===== src/rtl/apb_csr_slave.sv =====
// APB CSR slave: operand and control registers feed a command FIFO, results are read back
// from a result FIFO, and STATUS reports FIFO flags plus a pending-command count.
module apb_csr_slave #(
    parameter int unsigned APB_BUS_SIZE   = 32,
    parameter int unsigned NUM_OPERANDS   = 2,
    parameter int unsigned OPERAND_WIDTH  = 12,
    parameter int unsigned OPERATION_SIZE = 2,
    parameter int unsigned FIFO_OUT_WIDTH = 25,
    parameter int unsigned RD_WAIT        = 1,
    parameter int unsigned PEND_W         = 4,
    localparam int unsigned AW = $clog2(NUM_OPERANDS + 3),
    localparam int unsigned CW = OPERATION_SIZE + NUM_OPERANDS * OPERAND_WIDTH
) (
    input  logic                      clk,
    input  logic                      rst_n,
    input  logic [AW-1:0]             addr,
    input  logic                      sel,
    input  logic                      en,
    input  logic                      write,
    input  logic [APB_BUS_SIZE-1:0]   wdata,
    output logic                      ready,
    output logic                      slv_err,
    output logic [APB_BUS_SIZE-1:0]   rdata,
    input  logic                      full_in,
    output logic                      w_en_in,
    output logic [CW-1:0]             w_data_in,
    input  logic                      empty_out,
    output logic                      r_en_out,
    input  logic [FIFO_OUT_WIDTH-1:0] final_result
);
    typedef enum logic [1:0] {StIdle, StAccess, StWait} state_e;

    localparam int unsigned ResAddr    = NUM_OPERANDS + 1;
    localparam int unsigned StatusAddr = NUM_OPERANDS + 2;

    state_e                    r_state, w_state_next;
    logic [AW-1:0]             r_addr;
    logic                      r_write;
    logic [APB_BUS_SIZE-1:0]   r_wdata;
    logic                      r_err;
    logic [PEND_W+1:0]         r_status;
    logic [OPERAND_WIDTH-1:0]  r_operand [NUM_OPERANDS];
    logic [OPERATION_SIZE-1:0] r_op;
    logic [PEND_W-1:0]         r_pending;
    logic [2:0]                r_wcnt;
    logic [FIFO_OUT_WIDTH-1:0] r_res;

    logic                      w_setup, w_err, w_start, w_op_ok, w_opnd_we, w_op_we;
    logic [31:0]               w_addr32, w_raddr32;
    logic [OPERATION_SIZE-1:0] w_op;
    logic [FIFO_OUT_WIDTH-1:0] w_res;
    logic                      w_unused;

    assign w_addr32  = 32'(addr);
    assign w_raddr32 = 32'(r_addr);
    assign w_setup   = (r_state == StIdle) && sel && !en;
    assign w_op      = wdata[OPERATION_SIZE-1:0];
    assign w_start   = wdata[OPERATION_SIZE];
    assign w_op_ok   = (w_op == OPERATION_SIZE'(1)) || (w_op == OPERATION_SIZE'(2));
    assign w_unused  = ^{r_wdata, r_op};

    // Every error is decided from setup-phase inputs so the access phase has no side effects.
    always_comb begin
        w_err = 1'b1;
        if (w_addr32 == 32'd0) begin
            w_err = !write || (w_start && (full_in || !w_op_ok));
        end else if (w_addr32 <= NUM_OPERANDS) begin
            w_err = !write;
        end else if (w_addr32 == ResAddr) begin
            w_err = write || empty_out;
        end else if (w_addr32 == StatusAddr) begin
            w_err = write;
        end
    end

    always_ff @(posedge clk or negedge rst_n) begin
        if (!rst_n) begin
            r_state   <= StIdle;
            r_addr    <= '0;
            r_write   <= 1'b0;
            r_wdata   <= '0;
            r_err     <= 1'b0;
            r_status  <= '0;
            r_op      <= '0;
            r_pending <= '0;
            r_wcnt    <= '0;
            r_res     <= '0;
            for (int i = 0; i < NUM_OPERANDS; i++) begin
                r_operand[i] <= '0;
            end
        end else begin
            r_state <= w_state_next;
            if (w_setup) begin
                r_addr   <= addr;
                r_write  <= write;
                r_wdata  <= wdata;
                r_err    <= w_err;
                r_status <= {r_pending, full_in, empty_out};
            end
            if (w_op_we) begin
                r_op <= r_wdata[OPERATION_SIZE-1:0];
            end
            for (int i = 0; i < NUM_OPERANDS; i++) begin
                if (w_opnd_we && w_raddr32 == 32'(i + 1)) begin
                    r_operand[i] <= r_wdata[OPERAND_WIDTH-1:0];
                end
            end
            // r_wcnt holds the cycle index since the first ACCESS cycle while in WAIT.
            if (r_state == StAccess) begin
                r_wcnt <= 3'd1;
            end else if (r_state == StWait) begin
                r_wcnt <= r_wcnt + 3'd1;
            end
            if (r_state == StWait && r_wcnt == 3'd1) begin
                r_res <= final_result;
            end
            if (w_en_in && !r_en_out && r_pending != '1) begin
                r_pending <= r_pending + 1'b1;
            end else if (r_en_out && !w_en_in && r_pending != '0) begin
                r_pending <= r_pending - 1'b1;
            end
        end
    end

    always_comb begin
        w_state_next = r_state;
        ready        = 1'b0;
        slv_err      = 1'b0;
        rdata        = '0;
        w_en_in      = 1'b0;
        r_en_out     = 1'b0;
        w_opnd_we    = 1'b0;
        w_op_we      = 1'b0;
        // The result FIFO output is only valid the cycle after the pop; later cycles use r_res.
        w_res        = (r_wcnt == 3'd1) ? final_result : r_res;
        unique case (r_state)
            StIdle: begin
                if (sel && !en) begin
                    w_state_next = StAccess;
                end
            end
            StAccess: begin
                w_state_next = StIdle;
                if (!sel) begin
                    w_state_next = StIdle;
                end else if (r_err) begin
                    ready   = 1'b1;
                    slv_err = 1'b1;
                end else if (w_raddr32 == ResAddr) begin
                    r_en_out     = 1'b1;
                    w_state_next = StWait;
                end else begin
                    ready = 1'b1;
                    if (w_raddr32 == StatusAddr) begin
                        rdata = APB_BUS_SIZE'(r_status);
                    end else if (w_raddr32 == 32'd0) begin
                        w_op_we = 1'b1;
                        w_en_in = r_wdata[OPERATION_SIZE];
                    end else begin
                        w_opnd_we = 1'b1;
                    end
                end
            end
            StWait: begin
                if (!sel) begin
                    w_state_next = StIdle;
                end else if (r_wcnt == 3'(RD_WAIT)) begin
                    ready        = 1'b1;
                    rdata        = APB_BUS_SIZE'(w_res);
                    w_state_next = StIdle;
                end
            end
            default: w_state_next = StIdle;
        endcase
    end

    always_comb begin
        w_data_in = '0;
        for (int i = 0; i < NUM_OPERANDS; i++) begin
            w_data_in[i*OPERAND_WIDTH +: OPERAND_WIDTH] = r_operand[i];
        end
        w_data_in[CW-1 -: OPERATION_SIZE] = r_wdata[OPERATION_SIZE-1:0];
    end

endmodule

===== config.mk =====
export PLATFORM = sky130hd
export DESIGN_NAME = apb_csr_slave
export DESIGN_NICKNAME = d
export VERILOG_FILES = /design/src/rtl/apb_csr_slave.sv
export SDC_FILE = /design/constraint.sdc
export NUM_CORES = 1
export LEC_CHECK = 0
export BUFFER_PORTS_ARGS = -buffer_cell sky130_fd_sc_hd__buf_2
export CORE_ASPECT_RATIO = 1.1
export CORE_UTILIZATION = 30
export DETAILED_ROUTE_END_ITERATION = 8
export SLEW_MARGIN = 0
export SYNTH_ARGS = -nofsm -noshare
export SYNTH_HDL_FRONTEND = slang
export SYNTH_SLANG_ARGS = --single-unit

===== constraint.sdc =====
create_clock -name clk -period 3.3 [get_ports clk]
set_input_delay 0.33 -clock clk [delete_from_list [all_inputs] [get_ports clk]]
set_output_delay 0.33 -clock clk [all_outputs]
set_load 0.05 [all_outputs]

==> results.ini, run 1 <==
[cells_and_area]
insertedDiodeCount = 0
n_fill_cell = 882
fin_util_pct = 38.8
num-nets-final = 396
drive_gt1_share_pct = 52.5
synthToLayoutAreaGrowth_pct = 25.2

[synthesis]
ys.flop_type = dfrtp_1
synth-simple-area-share_pct = 14.2
synthXorXnorAreaFrac_pct = 0.638
synth-compound-area-share_pct = 5.15
avgSynthCellArea_um2 = 12.5
synthDistinctLibCells = 45
syn_inst = 220
synth_fa_ha_area_share_pct = 3.92
async_reset_ff_share_pct = 100
synth_top_family_by_area = multiplexers
yosysWarnings = 0
netlist_area_um2 = 2750
ys_ff_latch = 55
synth_edf_count = 0
synthMuxAreaShare_pct = 21.0
seq_area_frac_synth_pct = 50.1

[setup_path]
crit_path_end_kind = primary output
cp.required_ns = 2.97
cp-start-kind = flip-flop
worst_ep_arrival_time_ns = 2.25
crit_path_max_fanout = 7
critical_path_class = flip-flop to primary output

[global_routing]
overflow = 0
grt_start_max_net_pins = 29
grt_antenna_before_repair = 0
grt_pass1_vias = 1904
grtUsageTotal_pct = 12.6
grt_pass1_wl_um = 9350

[timing]
setup_tns_ns = 0
setup_viol = 0
fin_crit_sh_pct = 78.2
max_freq_ghz = 0.387
drv_slew = 0
skew_ns = 0.00473
finalCriticalPeriod_ns = 2.58
worstMarginPinSlew_ns = 0.728
relSlewSlack_pct = 51.3
hold_viol_final = 0
rsz0062_at_grt = no

[run_status]
status = finished, final reports clean

[place]
hpwl_um = 4440
place_congestion = 0.761
io_buffers = 101

[flow_run]
cap_viol_max_count = 0

[clock_network]
clkLatencyLatePin_ns = 0.31
hold_buffers = 0
cts_root_buf = clkbuf_8
cts_tree = yes
cts.sink_count = 55
cts_setup_buffers = 0
cts_max_level = 2
cts_buffers = 5
cts.repair.resized = 0
ctsLongestPathBuffers = 2
path_clk_slew_ns = 0.10

[detailed_routing]
finalWirelength_um = 5950
viasPerCell = 4.59
wl_per_cell_um = 13.6
dr.first_iter.drc_count = 30
drc_errors = 0
drtAntennaViolNets = 0
vias = 2002
drtPass1Iterations = 4

[pwr]
power.leakage_nw = 1.81
p_total_w = 0.00313
power_density_nw_per_um2 = 909
vdd_drop_max_mv = 0.617

[floorplan]
start_util_pct = 31.0
ios = 129
design.core.area_um2 = 8870
num_rows = 36
die_h_um = 102
die-area_um2 = 9540
die_x_um = 93.2

[min_path]
min_path_type = input port to asynchronous set/reset pin

[path summary, 6_finish.rpt]
path	cells past startpoint	end	slack (ns)	startpoint
min in group clk	2	r_wdata[3]	0.24	wdata[3]
setup reg to reg	9	r_pending[3]	0.72	r_state[1]
hold reg to reg	1	w_data_in[1]	0.51	w_data_in[1]
max in group asynchronous	2	r_wdata[0]	2.46	rst_n
hold / removal	1	w_data_in[16]	0.03	rst_n
setup / recovery	6	rdata[2]	0.72	r_state[1]
[cell type report]
type | instances | area [um^2] | area share [%]
Clock buffer | 6 | 82.6 | 2.40
Clock inverter | 2 | 20.0 | 0.582
Inverter | 6 | 22.5 | 0.655
Tap cell | 114 | 143 | 4.15
Multi-Input combinational cell | 148 | 1260 | 36.6
Sequential cell | 55 | 1380 | 40.0
Timing Repair Buffer | 105 | 536 | 15.6
[kinds of logic (layout without fill, tap and decap cells)]
family                   count (synthesis)  count (layout)
XOR/XNOR                                 2               2
adder cells (fa/ha/maj)                  8               8
multiplexers                            51              51
other                                    1               7
AO/OA/AOI/OAI                           19              19
buffers and inverters                   23             119
flip-flops                              55              55
AND/OR/NAND/NOR                         61              61
[per-stage QoR]
stage | hold WS [ns] | cells | area (um^2) | setup WS (ns)
after global placement | 0.377 | 428 | 3340 | 0.795
final | 0.0308 | 436 | 3440 | 0.718
after detailed placement | 0.392 | 428 | 3340 | 0.768
after CTS | 0.0475 | 436 | 3440 | 0.714
after global routing | 0.0768 | 436 | 3440 | 0.587
after floorplan | 0.0344 | 226 | 2770 | 0.947
[flip-flops by register name (all words and copies together), names as in the netlist]
name       count
r_state        2
r_err          1
r_pending      4
r_wdata       12
r_addr         3
r_status       6
w_data_in     24
r_wcnt         3
[where the power goes]
part	leakage [nW]	switching [W]	internal [W]
Clock	0.0533	0.000231	0.000177
Combinational	1.07	0.000966	0.000520
Sequential	0.687	0.000232	0.00100
Total	1.81	0.00143	0.00170
[cell usage in the layout (no fill, tap or decap), types with 2 or more instances in the layout]
cell type and count:
a21oi_1 3, a22o_1 7, and2_1 19, buf_2 101
buf_4 4, clkbuf_8 6, conb_1 7, dfrtp_1 55
ha_1 7, inv_1 6, mux2_2 49, nand2_1 9
nand2b_1 3, nand3_1 5, nand4_1 3, nor2_1 4
nor3_1 2, nor4_1 2, o21ai_0 2, o22ai_1 2
[cells in the mapped netlist, drive strengths merged (4+ instances only)]
library cell	instances	area, um^2
dfrtp	55	1380
inv	6	22.5
nand3	5	25.0
a22o	7	61.3
buf	14	98.8
nand4	4	40.0
ha	7	87.6
mux2	50	567
nor2	4	15.0
and2	20	126
nand2	9	33.8
[per-layer routing]
| metal | part of all wire [%] | track usage, % | wire length, um |
|---|---|---|---|
| met1 | 44 | 15.5 | 2610 |
| met2 | 48 | 21.1 | 2850 |
| met3 | 7.3 | 4.46 | 437 |
| met4 | 0.77 | 2.84 | 46 |
| met5 | 0 | 0 | 0 |
[critical path, stage by stage (launching register included)]
cell and delay, ns:
dfrtp_1 0.40, inv_1 0.10, ha_1 0.31, and4bb_4 0.31
and4b_1 0.39, a22o_1 0.18, buf_2 0.26
Power figures use the tool's default switching activity.
==> run 2, diff against run 1 <==
==> constraint.sdc (replaced) <==
create_clock -name clk -period 2.65 [get_ports clk]
set_input_delay 0.265 -clock clk [delete_from_list [all_inputs] [get_ports clk]]
set_output_delay 0.265 -clock clk [all_outputs]
set_load 0.05 [all_outputs]
==> run 2 against run 1 <==
- final cell count up 0.23%
- setup slack worse by 0.49 ns
- via count down 0.50%
- utilization up 0.17 points
- clock-buffer cell count unchanged
- sequential power up 24%
- sequential cell count unchanged
- final area up 0.44%
- clock skew up 0.0084 ns
- first-iteration DRC count up 57%
- largest power group unchanged
==> results.ini, run 2 (synthesized netlist as in run 1, its figures left out) <==
[pwr]
vdd_drop_max_mv = 0.840  ; +36%
power_density_nw_per_um2 = 1140  ; +25%
power.leakage_nw = 1.81  ; +0.43%

[timing]
fin_crit_sh_pct = 91.5
finalCriticalPeriod_ns = 2.42
skew_ns = 0.0132  ; +0.00842 ns
whs_ns = 0.0155  ; -0.0153 ns
relSlewSlack_pct = 50.1  ; -1.2 points
worstMarginPinSlew_ns = 0.749  ; +0.0207 ns
hold_viol_final = 0  ; unchanged
drv_slew = 0  ; unchanged
rsz0062_at_grt = no
setup_viol = 0  ; unchanged
setup_tns_ns = 0  ; unchanged
max_freq_ghz = 0.413

[setup_path]
crit_start = r_state[1]
cp-start-kind = flip-flop
worst_ep_arrival_time_ns = 2.63  ; +0.38 ns
rr_startpoint = r_state[1]
cp.required_ns = 2.86  ; -0.11 ns
crit_path_end_kind = flip-flop
crit_path_max_fanout = 8  ; +1
critical_path_class = flip-flop to flip-flop

[flow_run]
cap_viol_max_count = 0  ; unchanged

[detailed_routing]
wl_per_cell_um = 13.6  ; -0.60%
drtAntennaViolNets = 0  ; unchanged
finalWirelength_um = 5920  ; -0.37%
drc_errors = 0  ; unchanged
dr.first_iter.drc_count = 47  ; +57%
drtPass1Iterations = 4  ; unchanged
vias = 1992  ; -0.50%
viasPerCell = 4.56  ; -0.73%

[clock_network]
cts.repair.resized = 0  ; unchanged
cts_root_buf = clkbuf_8
cts_buffers = 5  ; unchanged
cts_max_level = 2  ; unchanged
hold_buffers = 0  ; unchanged
path_clk_slew_ns = 0.10  ; about the same
cts.sink_count = 55  ; unchanged
cts_tree = yes
ctsLongestPathBuffers = 2  ; unchanged
clkLatencyLatePin_ns = 0.31  ; about the same
cts_setup_buffers = 0  ; unchanged

[cells_and_area]
finalNonFillerCells = 437  ; +0.23%
synthToLayoutAreaGrowth_pct = 25.8
insertedDiodeCount = 0  ; unchanged
largest_reg_flops = 24  ; unchanged
mostFrequentLayoutCell = buf_2
num-nets-final = 398  ; +0.51%
fin_util_pct = 38.9  ; +0.17 points
drive_gt1_share_pct = 52.3  ; -0.16 points
layout_common_cells = 101 x buf_2, 55 x dfrtp_1, 49 x mux2_2

[global_routing]
grt_start_max_net_pins = 34  ; +17%
grt_pass1_vias = 1883  ; -1.1%
grt_antenna_before_repair = 0  ; unchanged
grt_pass1_wl_um = 9280  ; -0.74%
grtUsageTotal_pct = 12.7  ; +0.16 points
overflow = 0  ; unchanged

[place]
dp_cells = 430  ; +0.47%
io_buffers = 101  ; unchanged
hpwl_um = 4370  ; -1.6%
place_congestion = 0.800  ; +5.2%

[floorplan]
die_x_um = 93.2  ; unchanged
design.core.area_um2 = 8870  ; unchanged
die-area_um2 = 9540  ; unchanged
num_rows = 36  ; unchanged
ios = 129  ; unchanged
start_util_pct = 31.0  ; unchanged
die_h_um = 102  ; unchanged

[run_status]
status = finished, final reports clean

[min_path]
min_path_type = input port to asynchronous set/reset pin

run 2: path summary, 6_finish.rpt:
path | end | slack (ns) | cells after the start
max reg2reg | r_pending[3] | 0.23 | 9
min in group clk | r_wdata[7] | 0.19 | 2
max in group asynchronous | w_data_in[21] | 1.83 | 2
min | r_status[0] | 0.02 | 1
min reg2reg | w_data_in[11] | 0.51 | 1
max | r_pending[3] | 0.23 | 9
run 2: per-layer routing:
layer | part of all wire [%] | vias up | global-route usage [%] | routed length, um
met5 | 0 | - | 0 | 0
met4 | 0.61 | 0 | 3.91 | 36
met3 | 7.2 | 4 | 4.46 | 424
met2 | 50 | 62 | 21.4 | 2950
met1 | 42 | 967 | 15.3 | 2510
li1 | - | 959 | - | -
run 2: power by group:
group / internal, W / total (W) / switching (W)
registers: 0.00125 / 0.00153 / 0.000284
logic: 0.000654 / 0.00186 / 0.00121
clock network: 0.000278 / 0.000543 / 0.000265
total: 0.00218 / 0.00393 / 0.00175
run 2: cell type report:
cell class,instances,area [um^2]
Fill cell,884,5420
Sequential cell,55,1380
Multi-Input combinational cell,148,1260
Timing Repair Buffer,107,551
Tap cell,114,143
Clock buffer,6,72.6
Clock inverter,1,30.0
Inverter,6,22.5
run 2: metrics by stage:
step	total power [W]	setup WS, ns	cell area [um^2]
6_report	0.00393	0.227	3450
5_1_grt	0.00419	0.0487	3450
4_1_cts	0.00399	0.220	3450
3_5_place_dp	0.00343	0.256	3350
3_3_place_gp	0.00339	0.279	3350
2_1_floorplan	0.00299	0.297	2770
run 2: worst max-delay path, cell delays in order, from the launching register on:
cell      delay, ns
dfrtp_1        0.40
inv_1          0.10
ha_1           0.18
and4bb_4       0.28
nand4_4        0.16
ha_1           0.37
a21oi_1        0.16
nand2_1        0.11
mux2_4         0.30
a211o_1        0.28
